===== config.mk =====
export PLATFORM = sky130hd
export DESIGN_NAME = dma_regfile_mp_flat
export DESIGN_NICKNAME = d
export VERILOG_FILES = /design/src/rtl/dma_regfile_pkg.sv /design/src/rtl/dma_regfile_mp_if.sv /design/src/rtl/dma_regfile_rdport.sv /design/src/rtl/dma_regfile_mp.sv /design/src/flat_wrapper.sv
export SDC_FILE = /design/constraint.sdc
export NUM_CORES = 2
export LEC_CHECK = 0
export CAP_MARGIN = 20
export CORE_MARGIN = 2
export CORE_UTILIZATION = 30
export CTS_CLUSTER_SIZE = 40
export DETAILED_ROUTE_END_ITERATION = 12
export PLACE_DENSITY = 0.54
export SYNTH_ARGS = -nofsm -noshare
export SYNTH_HDL_FRONTEND = slang
export SYNTH_SLANG_ARGS = --single-unit

===== constraint.sdc =====
create_clock -name clk -period 3.4 [get_ports clk]
set_clock_uncertainty 0.2 [all_clocks]
set_input_delay 0.34 -clock clk [delete_from_list [all_inputs] [get_ports clk]]
set_output_delay 0.34 -clock clk [all_outputs]
set_load 0.005 [all_outputs]

===== src/rtl/dma_regfile_pkg.sv =====
// Shared constants and types for the DMA control/status register file.
package dma_regfile_pkg;

    localparam int ADDR_ID     = 0;
    localparam int ADDR_STATUS = 1;
    localparam int ADDR_MASK   = 2;

    localparam logic [31:0] DEF_ID_VALUE = 32'h444D_0001;

    typedef enum logic {
        INIT = 1'b0,
        RUN  = 1'b1
    } wr_state_e;

endpackage


===== src/rtl/dma_regfile_mp_if.sv =====
// Write and multi-port read bus of the DMA register file.
interface dma_regfile_mp_if #(
    parameter int DATA_WIDTH = 32,
    parameter int ADDR_WIDTH = 4,
    parameter int NUM_RD     = 3
);
    logic                             wr_valid;
    logic                             wr_ready;
    logic [ADDR_WIDTH-1:0]            wr_addr;
    logic [DATA_WIDTH-1:0]            wr_data;
    logic [DATA_WIDTH/8-1:0]          wr_strb;
    logic [NUM_RD-1:0]                rd_en;
    logic [NUM_RD*ADDR_WIDTH-1:0]     rd_addr;
    logic [NUM_RD*DATA_WIDTH-1:0]     rd_data;
    logic [NUM_RD-1:0]                rd_valid;

    modport master (
        output wr_valid, wr_addr, wr_data, wr_strb, rd_en, rd_addr,
        input  wr_ready, rd_data, rd_valid
    );

    modport slave (
        input  wr_valid, wr_addr, wr_data, wr_strb, rd_en, rd_addr,
        output wr_ready, rd_data, rd_valid
    );
endinterface


===== src/rtl/dma_regfile_rdport.sv =====
// One registered read port with write-first bypass of the same-cycle update.
module dma_regfile_rdport
    import dma_regfile_pkg::*;
#(
    parameter int DATA_WIDTH = 32,
    parameter int ADDR_WIDTH = 4,
    parameter int DEPTH      = 2 ** ADDR_WIDTH
) (
    input  logic                             clk,
    input  logic                             rst,
    input  logic                             rd_en,
    input  logic [ADDR_WIDTH-1:0]            rd_addr,
    input  logic [DEPTH-1:0][DATA_WIDTH-1:0] cur,
    input  logic                             wr_hit,
    input  logic [ADDR_WIDTH-1:0]            wr_addr,
    input  logic [DATA_WIDTH-1:0]            wr_word,
    input  logic [DATA_WIDTH-1:0]            status_nxt,
    output logic [DATA_WIDTH-1:0]            rd_data,
    output logic                             rd_valid
);
    logic                  is_status;
    logic                  is_byp;
    logic [DATA_WIDTH-1:0] sel;

    // STATUS changes every cycle via hw_set, so it always reads its next value
    always_comb begin
        is_status = (rd_addr == ADDR_WIDTH'(ADDR_STATUS));
        is_byp    = wr_hit && (rd_addr == wr_addr) && !is_status;
        sel       = cur[rd_addr];
        unique case (1'b1)
            is_status: sel = status_nxt;
            is_byp:    sel = wr_word;
            default:   sel = cur[rd_addr];
        endcase
    end

    always_ff @(posedge clk) begin
        if (rst) begin
            rd_data  <= '0;
            rd_valid <= 1'b0;
        end else begin
            rd_valid <= rd_en;
            if (rd_en)
                rd_data <= sel;
        end
    end

endmodule


===== src/rtl/dma_regfile_mp.sv =====
// DMA register file: ID, W1C STATUS, MASK and general registers, NUM_RD read ports.
module dma_regfile_mp
    import dma_regfile_pkg::*;
#(
    parameter int DATA_WIDTH = 32,
    parameter int ADDR_WIDTH = 4,
    parameter int NUM_RD     = 3,
    parameter logic [DATA_WIDTH-1:0] ID_VALUE = DATA_WIDTH'(DEF_ID_VALUE)
) (
    input  logic                  clk,
    input  logic                  rst,
    dma_regfile_mp_if.slave       bus,
    input  logic [DATA_WIDTH-1:0] hw_set,
    output logic                  irq
);
    localparam int DEPTH = 2 ** ADDR_WIDTH;
    localparam int NB    = DATA_WIDTH / 8;

    wr_state_e state;
    wr_state_e state_nxt;

    logic [DEPTH-1:1][DATA_WIDTH-1:0] regs;
    logic [DEPTH-1:1][DATA_WIDTH-1:0] nxt;
    logic [DEPTH-1:0][DATA_WIDTH-1:0] cur;

    logic [DATA_WIDTH-1:0] bmask;
    logic [DATA_WIDTH-1:0] wr_word;
    logic [DATA_WIDTH-1:0] clr;
    logic [DATA_WIDTH-1:0] status_nxt;
    logic                  wr_fire;
    logic                  wr_hit;

    logic [NUM_RD-1:0][DATA_WIDTH-1:0] rd_data_p;
    logic [NUM_RD-1:0]                 rd_valid_p;

    always_ff @(posedge clk) begin
        if (rst)
            state <= INIT;
        else
            state <= state_nxt;
    end

    always_comb begin
        state_nxt = state;
        unique case (state)
            INIT:    state_nxt = RUN;
            RUN:     state_nxt = RUN;
            default: state_nxt = INIT;
        endcase
    end

    always_comb begin
        bus.wr_ready = (state == RUN) && !rst;
    end

    always_comb begin
        cur[0] = ID_VALUE;
        for (int i = 1; i < DEPTH; i++)
            cur[i] = regs[i];
    end

    always_comb begin
        bmask = '0;
        for (int b = 0; b < NB; b++)
            bmask[b*8 +: 8] = {8{bus.wr_strb[b]}};
    end

    // ID is constant, so a write to it never counts as a hit
    always_comb begin
        wr_fire = bus.wr_valid && bus.wr_ready;
        wr_hit  = wr_fire && (bus.wr_addr != ADDR_WIDTH'(ADDR_ID));
        wr_word = (cur[bus.wr_addr] & ~bmask) | (bus.wr_data & bmask);
        clr     = '0;
        if (wr_fire && bus.wr_addr == ADDR_WIDTH'(ADDR_STATUS))
            clr = bus.wr_data & bmask;
        status_nxt = (cur[ADDR_STATUS] & ~clr) | hw_set;
    end

    always_comb begin
        for (int i = 1; i < DEPTH; i++) begin
            nxt[i] = regs[i];
            if (wr_hit && bus.wr_addr == ADDR_WIDTH'(i))
                nxt[i] = wr_word;
        end
        nxt[ADDR_STATUS] = status_nxt;
    end

    always_ff @(posedge clk) begin
        if (rst) begin
            regs <= '0;
            irq  <= 1'b0;
        end else begin
            regs <= nxt;
            irq  <= |(status_nxt & nxt[ADDR_MASK]);
        end
    end

    for (genvar p = 0; p < NUM_RD; p++) begin : g_rd
        dma_regfile_rdport #(
            .DATA_WIDTH (DATA_WIDTH),
            .ADDR_WIDTH (ADDR_WIDTH),
            .DEPTH      (DEPTH)
        ) u_port (
            .clk        (clk),
            .rst        (rst),
            .rd_en      (bus.rd_en[p]),
            .rd_addr    (bus.rd_addr[p*ADDR_WIDTH +: ADDR_WIDTH]),
            .cur        (cur),
            .wr_hit     (wr_hit),
            .wr_addr    (bus.wr_addr),
            .wr_word    (wr_word),
            .status_nxt (status_nxt),
            .rd_data    (rd_data_p[p]),
            .rd_valid   (rd_valid_p[p])
        );
    end

    assign bus.rd_data  = rd_data_p;
    assign bus.rd_valid = rd_valid_p;

endmodule


===== src/flat_wrapper.sv =====
// flat-port wrapper written by rule: the top's interface ports become plain ports
module dma_regfile_mp_flat import dma_regfile_pkg::*;
#(
    parameter int DATA_WIDTH = 32,
    parameter int ADDR_WIDTH = 4,
    parameter int NUM_RD     = 3,
    parameter logic [DATA_WIDTH-1:0] ID_VALUE = DATA_WIDTH'(DEF_ID_VALUE)
)
  (clk, rst, hw_set, irq, bus_wr_valid, bus_wr_addr, bus_wr_data, bus_wr_strb, bus_rd_en, bus_rd_addr, bus_wr_ready, bus_rd_data, bus_rd_valid);
  dma_regfile_mp_if #(.DATA_WIDTH(DATA_WIDTH), .ADDR_WIDTH(ADDR_WIDTH), .NUM_RD(NUM_RD)) bus_i ();
  input  logic clk;
  input  logic rst;
  input  logic [DATA_WIDTH-1:0] hw_set;
  output logic irq;
  input wire logic [$bits(bus_i.wr_valid)-1:0] bus_wr_valid;
  input wire logic [$bits(bus_i.wr_addr)-1:0] bus_wr_addr;
  input wire logic [$bits(bus_i.wr_data)-1:0] bus_wr_data;
  input wire logic [$bits(bus_i.wr_strb)-1:0] bus_wr_strb;
  input wire logic [$bits(bus_i.rd_en)-1:0] bus_rd_en;
  input wire logic [$bits(bus_i.rd_addr)-1:0] bus_rd_addr;
  output wire logic [$bits(bus_i.wr_ready)-1:0] bus_wr_ready;
  output wire logic [$bits(bus_i.rd_data)-1:0] bus_rd_data;
  output wire logic [$bits(bus_i.rd_valid)-1:0] bus_rd_valid;
  assign bus_i.wr_valid = bus_wr_valid;
  assign bus_i.wr_addr = bus_wr_addr;
  assign bus_i.wr_data = bus_wr_data;
  assign bus_i.wr_strb = bus_wr_strb;
  assign bus_i.rd_en = bus_rd_en;
  assign bus_i.rd_addr = bus_rd_addr;
  assign bus_wr_ready = bus_i.wr_ready;
  assign bus_rd_data = bus_i.rd_data;
  assign bus_rd_valid = bus_i.rd_valid;
  dma_regfile_mp #(.DATA_WIDTH(DATA_WIDTH), .ADDR_WIDTH(ADDR_WIDTH), .NUM_RD(NUM_RD), .ID_VALUE(ID_VALUE)) u_core (.clk(clk), .rst(rst), .bus(bus_i), .hw_set(hw_set), .irq(irq));
endmodule

==> run summary <==
The adder and majority cell fraction of the synthesized area is 0. The number of hold violations in the final report came out at 0. Entering global routing, the biggest net connects 209 pins. The worst setup path is of the flop to flop kind. By area, the combinational part of the netlist is dominated by multiplexers.

The area growth from synthesis to final layout is 21.5%. The number of hold-repair buffers added at the cts stage was 0; the post-synthesis instance area was 0.0368 mm^2. The part of the Yosys area used for sequential elements is 0.316.

The worst endpoint data arrival time was 3.66 ns; the via count of the first global-routing pass was 33206. TritonCTS built the clock tree. In the final routed layout, each cell accounts on average for 30.9 um. The setup slack after layout is -0.00278 ns, and the period utilization is 1.00. In this design, the stage delay of the slowest critical-path cell is 0.62 ns. Dividing the synthesized area by the synthesized cell count gives 9.45 um^2. The die is 354 um wide. The tools report the required time reported for the critical path endpoint as 3.66 ns. The pre-antenna-repair detailed-routing pass consisted of 8 iterations. The tools report the leakage power summed over all cells as 15.1 nW.

Counting distinct cell types in the post-synthesis netlist gives 85. The overall routing resource usage is 0.276, and the layout cell share with drive strength beyond 1 is 0.243. The core footprint is 0.122 mm^2, and the buffer and inverter count on the worst path is 2.

In this run the deepest clock path goes through 3 buffers. Post-CTS timing repair inserted 0 buffers for setup. For this design the ratio of total power to cell area is 398 mW/mm^2. Maximum frequency from static timing analysis: 0.294 GHz. The Yosys step of the flow raised 0 warnings.

The global placement routability congestion is 1.02. The number of H-tree branching levels is 3. At the pin with the least slew margin, the transition time is 1.30 ns. The dominant synthesized flop cell was sky130_fd_sc_hd__dfxtp_1. Initial cell density of the core: 0.302. From bottom edge to top edge, the die measures 354 um.

The mux contribution to synthesized area was 0.301. For this run, design rule violations remaining after detail routing come to 0. The run gives 0.0178 W as the total design power.

The tightest min-delay check is of the input pin to flop type. After global routing the overflow that remains totals 0. The floorplan step defined a die boundary enclosing 0.125 mm^2.

The first global-routing pass estimated 253 mm of wire. The setup slack after placement came out at -0.437 ns. The layout net count is 4170, and the share of flip-flops with an asynchronous set or reset is 0. The logs give 5752 for the post-layout instance count excluding filler cells and 0 for the remaining antenna violation count after routing. The initial antenna violation count is 5, and the number of I/O port buffers is 190.

The post-synthesis xor/xnor area fraction is 0.00286. The dominant delay contributor by cell family on the critical path was simple AND/OR/NAND/NOR gates. The tools report the top-level port count as 191. The clock period minus final worst setup slack was 3.40 ns; the post-synthesis instance total was 3895. Yosys mapped a number of flops with a built-in enable equal to 0. The detailed placer's ending HPWL is 126 mm. STA classifies the critical path startpoint as a flop. Including well taps, the total number of placed cells is 5636. The logs give 1 for the number of setup violations in the final report and 0 for the number of instances resized during post-cts repair. The synthesized-area fraction occupied by ao, oa, aoi and oai cells is 0.197. The number of pins with negative max-slew slack in the final report came out at 0.

The checks that failed: setup timing. For this block, the via count after detailed routing is 35408. The worst slew margin relative to its limit is 0.135.

The synthesized flop and latch total was 581; the ratio of routed vias to standard cells was 6.16. The post-synthesis simple-gate area fraction is 0.127. The run gives 581 as the count of clock tree sinks.

Traced cell by cell, the critical path runs through and3b_1 -> buf_4 -> a31oi_1 -> nor2_1 -> o22ai_1 -> o22ai_1 -> buf_4 -> o2111ai_1 -> nor4_1 -> a41oi_1. Counting every net in the synthesized netlist gives 3985. Along the worst path, the maximum fanout reaches 10.

The max-capacitance violation count was 0. The tools report the capturing element type of the critical path as a flop. CTS placed an instance of sky130_fd_sc_hd__clkbuf_16 at the clock tree root.

Summed over all layers, the routed wires come to 178 mm. Among all stages on the critical path, the largest delay is contributed by sky130_fd_sc_hd__nor4_1. The logs give 128 for the count of standard-cell rows and 0.000338 V for the worst ir drop on vdd.

Clock latency on the worst-skew pair, taken at its later pin, is 0.65 ns. Setup repair after global routing left no endpoint under its margin. The run finished, with violations left. The iteration-0 DRC count of the detailed router is 5152, and the number of buffers inserted during clock tree synthesis is 67. After clock tree synthesis, the clock-pin slew on the worst setup and hold paths is 0.07 ns.
[cells in the final DEF (no fill, tap or decap), drive strengths merged, types with 67 or more instances in the layout]
master | Yosys | final
nor3 | 67 | 67
mux2i | 177 | 177
buf | 124 | 378
nand2 | 515 | 515
clkdlybuf4s50 | 0 | 170
mux4 | 371 | 371
clkbuf | 307 | 87
dfxtp | 581 | 581
o21ai | 155 | 155
a21oi | 308 | 308
mux2 | 80 | 80
nor2 | 457 | 457
a211oi | 334 | 334
[state kept, by name, indices dropped and copies added, names as in the netlist]
name,flops
u_core.cur,480
u_core.g_rd.u_port.rd_data,96
u_core.g_rd.u_port.rd_valid,3
u_core.irq,1
u_core.state,1
[cell families after synthesis]
logic type | after synthesis
AND/OR/NAND/NOR | 1144
AO/OA/AOI/OAI | 1071
multiplexers | 628
flip-flops | 581
buffers and inverters | 459
XOR/XNOR | 12
[worst register-to-register path: stages (launching register included)]
cell,delay [ns]
sky130_fd_sc_hd__dfxtp_1,0.44
sky130_fd_sc_hd__and3b_1,0.32
sky130_fd_sc_hd__buf_4,0.25
sky130_fd_sc_hd__a31oi_1,0.12
sky130_fd_sc_hd__nor2_1,0.25
sky130_fd_sc_hd__o22ai_1,0.14
sky130_fd_sc_hd__o22ai_1,0.40
sky130_fd_sc_hd__buf_4,0.19
sky130_fd_sc_hd__o2111ai_1,0.08
sky130_fd_sc_hd__nor4_1,0.62
sky130_fd_sc_hd__a41oi_1,0.23
[routing by layer]
metal | part of all wire | global-route usage
met1 | 0.40 | 0.364
met2 | 0.44 | 0.417
met3 | 0.11 | 0.0711
met4 | 0.055 | 0.137
met5 | 0.00026 | 0
[worst paths after layout]
path,startpoint,to,slack (ns),cells past startpoint
worst max-delay path,u_core.state,u_core.irq,-0.003,10
worst min-delay path,bus_rd_en[2],u_core.g_rd[2].u_port.rd_data[23],0.13,3
worst max register to register,u_core.state,u_core.irq,-0.003,10
worst min register to register,u_core.g_rd[2].u_port.rd_data[19],u_core.g_rd[2].u_port.rd_data[19],0.28,2
[power by group]
part	switching [W]	total, W	leakage, nW	internal, W
sequential	0.000127	0.00707	4.71	0.00694
combinational	0.00169	0.00273	9.26	0.00104
clock	0.00322	0.00798	1.16	0.00476
total	0.00504	0.0178	15.1	0.0127
[cell usage after synthesis, types with 64 or more instances]
library cell | instances | share of area
sky130_fd_sc_hd__dfxtp_1 | 581 | 0.32
sky130_fd_sc_hd__nand2_1 | 515 | 0.053
sky130_fd_sc_hd__nor2_1 | 457 | 0.047
sky130_fd_sc_hd__mux4_2 | 360 | 0.22
sky130_fd_sc_hd__a211oi_1 | 334 | 0.068
sky130_fd_sc_hd__a21oi_1 | 307 | 0.042
sky130_fd_sc_hd__clkbuf_1 | 302 | 0.031
sky130_fd_sc_hd__mux2i_1 | 177 | 0.048
sky130_fd_sc_hd__o21ai_0 | 154 | 0.021
sky130_fd_sc_hd__mux2_2 | 76 | 0.023
sky130_fd_sc_hd__buf_2 | 75 | 0.010
sky130_fd_sc_hd__nor3_1 | 64 | 0.0087
[per-stage QoR]
stage / setup TNS [ns] / hold WS (ns) / instance area, um^2 / util
after floorplan: 0 / 0.259 / 36800 / -
after global placement: -0.438 / 0.262 / 42300 / 0.348
after detailed placement: -0.437 / 0.264 / 42300 / 0.348
after CTS: 0 / 0.0931 / 44700 / 0.367
after global routing: 0 / 0.149 / 44700 / 0.367
final: -0.00278 / 0.126 / 44700 / 0.367
[cell type report]
| class | count | area [um^2] |
|---|---|---|
| antenna | 1 | 2.50 |
| clock buffer | 86 | 1920 |
| clock inverter | 29 | 424 |
| fill | 12208 | 77000 |
| inverter | 26 | 97.6 |
| multi-input combinational | 2855 | 23200 |
| sequential | 581 | 11600 |
| tap | 1625 | 2030 |
| timing repair buffer | 549 | 5350 |
No activity file was read; power rests on OpenSTA's default activity.
